[src/rtl/cache_arb_types.sv]
// Shared types for the cache_arbiter slice: FSM states, transaction owner, default widths.
// Optional policy macro used by this slice: CACHE_ARB_ROUND_ROBIN_EN.
package cache_arb_types;

    localparam int LINE_W = 256;
    localparam int ADDR_W = 32;

    typedef enum logic [1:0] {
        IDLE,
        BUSY,
        RECOVER
    } arb_state_t;

    typedef enum logic {
        OWNER_I,
        OWNER_D
    } arb_owner_t;

endpackage

[src/rtl/cache_arbiter_grant.sv]
// Combinational owner pick between I-cache and D-cache line requests.
// CACHE_ARB_ROUND_ROBIN_EN: contention goes to the side not served last; otherwise D-cache always wins.
module cache_arbiter_grant
    import cache_arb_types::*;
(
    input  logic       i_req,
    input  logic       d_req,
    input  arb_owner_t last_owner,
    output logic       grant,
    output arb_owner_t owner
);

    logic contend_pick_i;

`ifdef CACHE_ARB_ROUND_ROBIN_EN
    assign contend_pick_i = (last_owner == OWNER_D);
`else
    logic unused_last_owner;
    assign contend_pick_i    = 1'b0;
    assign unused_last_owner = last_owner;
`endif

    always_comb begin
        grant = i_req | d_req;
        owner = OWNER_D;
        if (i_req && (!d_req || contend_pick_i)) begin
            owner = OWNER_I;
        end
    end

endmodule

[src/rtl/cache_arbiter.sv]
// Single-port burst-memory arbiter between I-cache misses and D-cache misses/writebacks.
// CACHE_ARB_ROUND_ROBIN_EN selects round-robin instead of D-first fixed priority (see cache_arbiter_grant).
module cache_arbiter #(
    parameter int LINE_W = cache_arb_types::LINE_W,
    parameter int ADDR_W = cache_arb_types::ADDR_W
) (
    input  logic              clk,
    input  logic              rst,
    input  logic              i_read,
    input  logic [ADDR_W-1:0] i_address,
    output logic [LINE_W-1:0] i_rdata,
    output logic              i_resp,
    input  logic              d_read,
    input  logic              d_write,
    input  logic [ADDR_W-1:0] d_address,
    input  logic [LINE_W-1:0] d_wdata,
    output logic [LINE_W-1:0] d_rdata,
    output logic              d_resp,
    output logic              mem_read,
    output logic              mem_write,
    output logic [ADDR_W-1:0] mem_address,
    output logic [LINE_W-1:0] mem_wdata,
    input  logic [LINE_W-1:0] mem_rdata,
    input  logic              mem_resp
);
    import cache_arb_types::*;

    arb_state_t        state, state_nxt;
    arb_owner_t        owner_q, last_owner_q, grant_owner;
    logic              write_q;
    logic [ADDR_W-1:0] addr_q;
    logic [LINE_W-1:0] wdata_q;
    logic              grant, take, busy, pick_d;

    cache_arbiter_grant u_grant (
        .i_req      (i_read),
        .d_req      (d_read | d_write),
        .last_owner (last_owner_q),
        .grant      (grant),
        .owner      (grant_owner)
    );

    assign take   = (state == IDLE) && grant;
    assign pick_d = (grant_owner == OWNER_D);

    always_comb begin
        state_nxt = state;
        case (state)
            IDLE:    if (grant) state_nxt = BUSY;
            BUSY:    if (mem_resp) state_nxt = RECOVER;
            RECOVER: state_nxt = IDLE;
            default: state_nxt = IDLE;
        endcase
    end

    // Reset pointer says I-cache was served last, so the first contention goes to D-cache.
    always_ff @(posedge clk) begin
        if (rst) begin
            state        <= IDLE;
            owner_q      <= OWNER_I;
            last_owner_q <= OWNER_I;
            write_q      <= 1'b0;
            addr_q       <= '0;
            wdata_q      <= '0;
        end else begin
            state <= state_nxt;
            if (take) begin
                owner_q      <= grant_owner;
                last_owner_q <= grant_owner;
                write_q      <= pick_d && d_write;
                addr_q       <= pick_d ? d_address : i_address;
                wdata_q      <= pick_d ? d_wdata : '0;
            end
        end
    end

    assign busy        = (state == BUSY);
    assign mem_read    = busy && !write_q;
    assign mem_write   = busy && write_q;
    assign mem_address = addr_q;
    assign mem_wdata   = wdata_q;

    // A requester that abandoned its request mid-transaction gets no completion.
    assign i_resp  = busy && mem_resp && (owner_q == OWNER_I) && i_read;
    assign d_resp  = busy && mem_resp && (owner_q == OWNER_D) && (d_read || d_write);
    assign i_rdata = busy ? mem_rdata : '0;
    assign d_rdata = busy ? mem_rdata : '0;

endmodule

[config.mk]
export PLATFORM = sky130hd
export DESIGN_NAME = cache_arbiter
export DESIGN_NICKNAME = d
export VERILOG_FILES = /design/src/rtl/cache_arb_types.sv /design/src/rtl/cache_arbiter_grant.sv /design/src/rtl/cache_arbiter.sv
export SDC_FILE = /design/constraint.sdc
export NUM_CORES = 1
export LEC_CHECK = 0
export ABC_AREA = 1
export CORE_AREA = 5 5 537 539
export DETAILED_ROUTE_END_ITERATION = 8
export DIE_AREA = 0 0 542 544
export PLACE_DENSITY = 0.3
export SLEW_MARGIN = 15
export SYNTH_ARGS = -nofsm -noshare
export SYNTH_HDL_FRONTEND = slang
export SYNTH_SLANG_ARGS = --single-unit
[constraint.sdc]
create_clock -name clk -period 1.7 [get_ports clk]
set_clock_uncertainty 0.05 [all_clocks]
set_input_delay 0.34 -clock clk [delete_from_list [all_inputs] [get_ports clk]]
set_output_delay 0.34 -clock clk [all_outputs]
set_load 0.02 [all_outputs]
Word-level counts from Yosys, hierarchy flattened
Index checks and enable logic that the tools add are counted.
Widths: inputs -> output; s select.
- register bits after elaboration: 292
- logic and storage cells: 33
- equality and inequality tests: 3
- mux-type cells: 7
- bitwise logic cells: 3
- reduce and logical (&&, ||, !) cells: 15
- operator list (operator ; number):
    $mux 256 ; 2
    $mux 32 ; 1
    $logic_and 1x1->1 ; 10
    $mux 2 ; 2
    $ne 2x2->1 const B ; 2
    $pmux 2 s2 ; 1
    $eq 2x1->1 const B ; 1
    $logic_not 1->1 ; 2
    $logic_not 2->1 ; 1
    $or 1x1->1 ; 2
    $reduce_and 2->1 ; 1
    $logic_or 1x1->1 ; 1
    $mux 1 ; 1
    $not 1->1 ; 1

Depth between registers and ports, before layout
- depth after elaboration: 5
- depth in mapped cells: 8

Modules after synthesis
A second synthesis with hierarchy kept.
- cell total of the unflattened synthesis: 2816
- area total of the unflattened synthesis: 17161.5 µm²
- modules (own cells, without submodules) (module ; times used ; cells an instance ; area each (µm²)):
    cache_arbiter ; 1 ; 2812 ; 17146.4
    cache_arbiter_grant ; 1 ; 4 ; 15.0

Worst setup path before layout
No wires, ideal clock.
- path type: reg-to-output
- start: register state[0]
- end: output port i_rdata[124]
- data arrival time: 1.482 ns
- path slack: -0.172 ns
- stages on the path, launching flop included: 8
- cell sequence: dfxtp_1 inv_1 nor2_1 inv_2 clkbuf_1 clkbuf_1 nor2_1 buf_4
- word-level cells in the longest chain between the ends: 2
- ends and longest elaborated chain (element ; RTL line ; text):
    from (decl) ; cache_arbiter.sv:28 ; arb_state_t state, state_nxt;
    from (signal assigned) ; cache_arbiter.sv:66 ; state <= state_nxt;
    $eq 2x1->1 ; cache_arbiter.sv:77 ; assign busy = (state == BUSY);
    $mux 256 ; -- ;
    to (decl) ; cache_arbiter.sv:11 ; output logic [LINE_W-1:0] i_rdata,
Every way passes these cells.

Worst setup path after layout
- start: register state[0]
- end: output port d_rdata[197]
- word-level cells in the longest chain between the ends: 2
- ends and longest elaborated chain (element ; RTL line ; text):
    $eq 2x1->1 ; cache_arbiter.sv:77 ;
    $mux 256 ; cache_arbiter.sv:87 ; assign d_rdata = busy ? mem_rdata : '0;
    to (decl) ; cache_arbiter.sv:17 ; output logic [LINE_W-1:0] d_rdata,
Every way passes these cells.

==> results.ini <==
[routing]
drc = 0
drtIter0Drc = 981
wl_per_cell_microns = 24.0
routed_via_density = 2.73
firstDrtPassIters = 5
drt-total-wl_mm = 177
vias = 20106
final_antenna_net_count = 0

[critical_path]
end_kind = output port
arrival_ps = 2640
crit_end = d_rdata[197]
worstSetupPathType = reg2out
critPathMaxFanout = 22
crit_required_ps = 1310
startpoint = state[0]
r2r-end = mem_wdata[15]
reg2reg_from = state[1]
rr_worst_depth = 9
rrSetupSlack_ps = -100
cp-start-kind = flop

[clocking]
path_clk_slew_ps = 60
clk_path_buf_depth = 3
cts_made_buffers = 44
htreeDepth = 2
cts_tree = done
clk_latency_ps = 610
clock-root-buffer = clkbuf_16
cts_sinks = 292

[finish]
final_cell_area_sq_mm = 0.0367
layout_common_cells = 911 x clkdlybuf4s50_1, 379 x nand2_1, 330 x inv_1
nNetsFinal = 4146
fin_cells = 7376
area_growth_pct = 140
drive_gt1_share_pct = 21.3
mostFrequentLayoutCell = clkdlybuf4s50_1

[power_and_ir_drop]
cellLeakagePower_nw = 15.4
p_comb_share_pct = 40.4
p_sw_mw = 10.8
power.internal_mw = 18.4
switching_share_pct = 37.0
seqPwrFrac_pct = 26.8
power_mw = 29.2
clkPwrFrac_pct = 32.8
vdd_drop_max_uv = 619
powerDensity_mw_per_mm2 = 796

[placed_design]
dp.cells = 7268
placedInstanceArea_sq_mm = 0.0349
pre_cts_ws_ps = -957
place.port_buffers = 1385
place_hpwl_mm = 158
place.gp.congestion = 0.890

[outcome]
violations = negative setup slack
status = complete, but fails checks

[grt]
grt_pass1_vias = 20879
grt_overflow = 0
grt_pass1_wl_mm = 222
antenna_found_initial = 117
track_usage_pct = 11.3
grt_start_max_net_pins = 52

[timing]
fin_setup_tns_ps = -576950
fin_ws_ps = -1330
fmax_mhz = 331
rsz0062_at_grt = yes
slew_viol_final = 0
slew_headroom_pct = 44.7
finalCriticalPeriod_ps = 3030
fin_crit_sh_pct = 178
report.final.hold_viol_count = 0
worst_slew_pin_slew_ps = 826
setup_violations = 791

[yosys]
synth_cells = 2291
synthDistinctLibCells = 17
avgSynthCellArea_sq_um = 6.67
ys_seq_area_share_pct = 38.3
ys_warn_count = 0
syn_area_sq_mm = 0.0153
ys_ff_latch = 292
synth_nets = 2873

[die]
pin_count = 1386
placementRows = 196
initial_utilization_pct = 5.39
die_w_microns = 542
core_sq_mm = 0.283
die_height_microns = 544
die-area_sq_mm = 0.295

[job]
drv_cap = 0

[hold_path]
holdPathStages = 3
hp-class = in2reg
min_from = d_wdata[194]

## registers in the layout (all words and copies together) (netlist names)
register and cells:
owner_q 1, write_q 1, mem_wdata 256, mem_address 32, state 2
## worst min path at each step
stage,endpoint,slack [ps]
5_1_grt,mem_wdata[187],170
6_report,mem_wdata[194],220
3_5_place_dp,mem_wdata[185],420
3_3_place_gp,owner_q,400
4_1_cts,mem_wdata[187],130
2_1_floorplan,owner_q,390
## cell families after synthesis
kind of cell | synth area share (%)
compound gates | 9.21
buf+inv | 26.1
flops | 38.3
simple gates | 26.4
## cells in the mapped netlist
| master | instances | area [sq um] |
|---|---|---|
| buf_4 | 284 | 2130 |
| nor2_1 | 285 | 1070 |
| buf_1 | 5 | 18.8 |
| nand3b_1 | 9 | 67.6 |
| dfxtp_1 | 292 | 5850 |
| nand3_1 | 288 | 1440 |
| inv_2 | 3 | 11.3 |
| nor2_2 | 1 | 6.26 |
| inv_1 | 331 | 1240 |
| o21ai_0 | 1 | 5.00 |
| clkbuf_1 | 51 | 191 |
| buf_6 | 1 | 11.3 |
| nor3_1 | 1 | 5.00 |
| nand2_2 | 2 | 12.5 |
| buf_2 | 76 | 380 |
| nand2_1 | 381 | 1430 |
| a21oi_1 | 280 | 1400 |
## power groups by stage
stage	Sequential [mW]	Combinational, mW	Clock, mW
6_report	7.83	11.8	9.58
5_1_grt	7.90	12.6	10.3
4_1_cts	7.83	12.1	10.1
3_3_place_gp	7.95	12.2	0
2_1_floorplan	8.51	4.17	0
3_5_place_dp	7.96	12.1	0
## per-stage QoR
stage                     utilization (%)  hold slack (ps)
final                                13.0              223
after global routing                 12.9              172
after CTS                            12.9              133
after detailed placement             12.3              418
after global placement               12.3              405
after floorplan                         -              390
## routing by layer
metal  vias up  wire, microns  GRT usage, %  part of all wire, %
met2      1089          86900          20.1                   49
met5         -            222             0                 0.13
met3       248          18200          4.85                   10
li1       9356              -             -                    -
met1      9381          66700          12.4                   38
met4        32           4810          2.91                  2.7
## critical path: stages, from the launching register on
cell and delay [ps]:
dfxtp_2 330, inv_1 50, nor2_2 90, buf_6 140, inv_12 50, buf_8 280
nor2_1 140, buf_4 160, clkdlybuf4s50_1 600
## repair_timing
item | 4_1_cts | 5_1_grt
endpoints found under the setup margin | 859 | 964
pin swaps | 1 | 0
gates cloned | 2 | 1
hold endpoints to repair | 7 | 0
resized for setup | 372 | 212
buffers inserted | 5 | 3
hold buffers | 1 | 0
## area by class of cell
type / instances / area, sq um
timing repair buffer: 1644 / 17500
multi-input combinational: 1248 / 5900
inverter: 334 / 1270
antenna: 18 / 45.0
clock inverter: 22 / 246
fill: 32691 / 247000
tap: 3762 / 4710
clock buffer: 56 / 1240
sequential: 292 / 5850
Note: power is estimated with default switching activity, not from simulation.
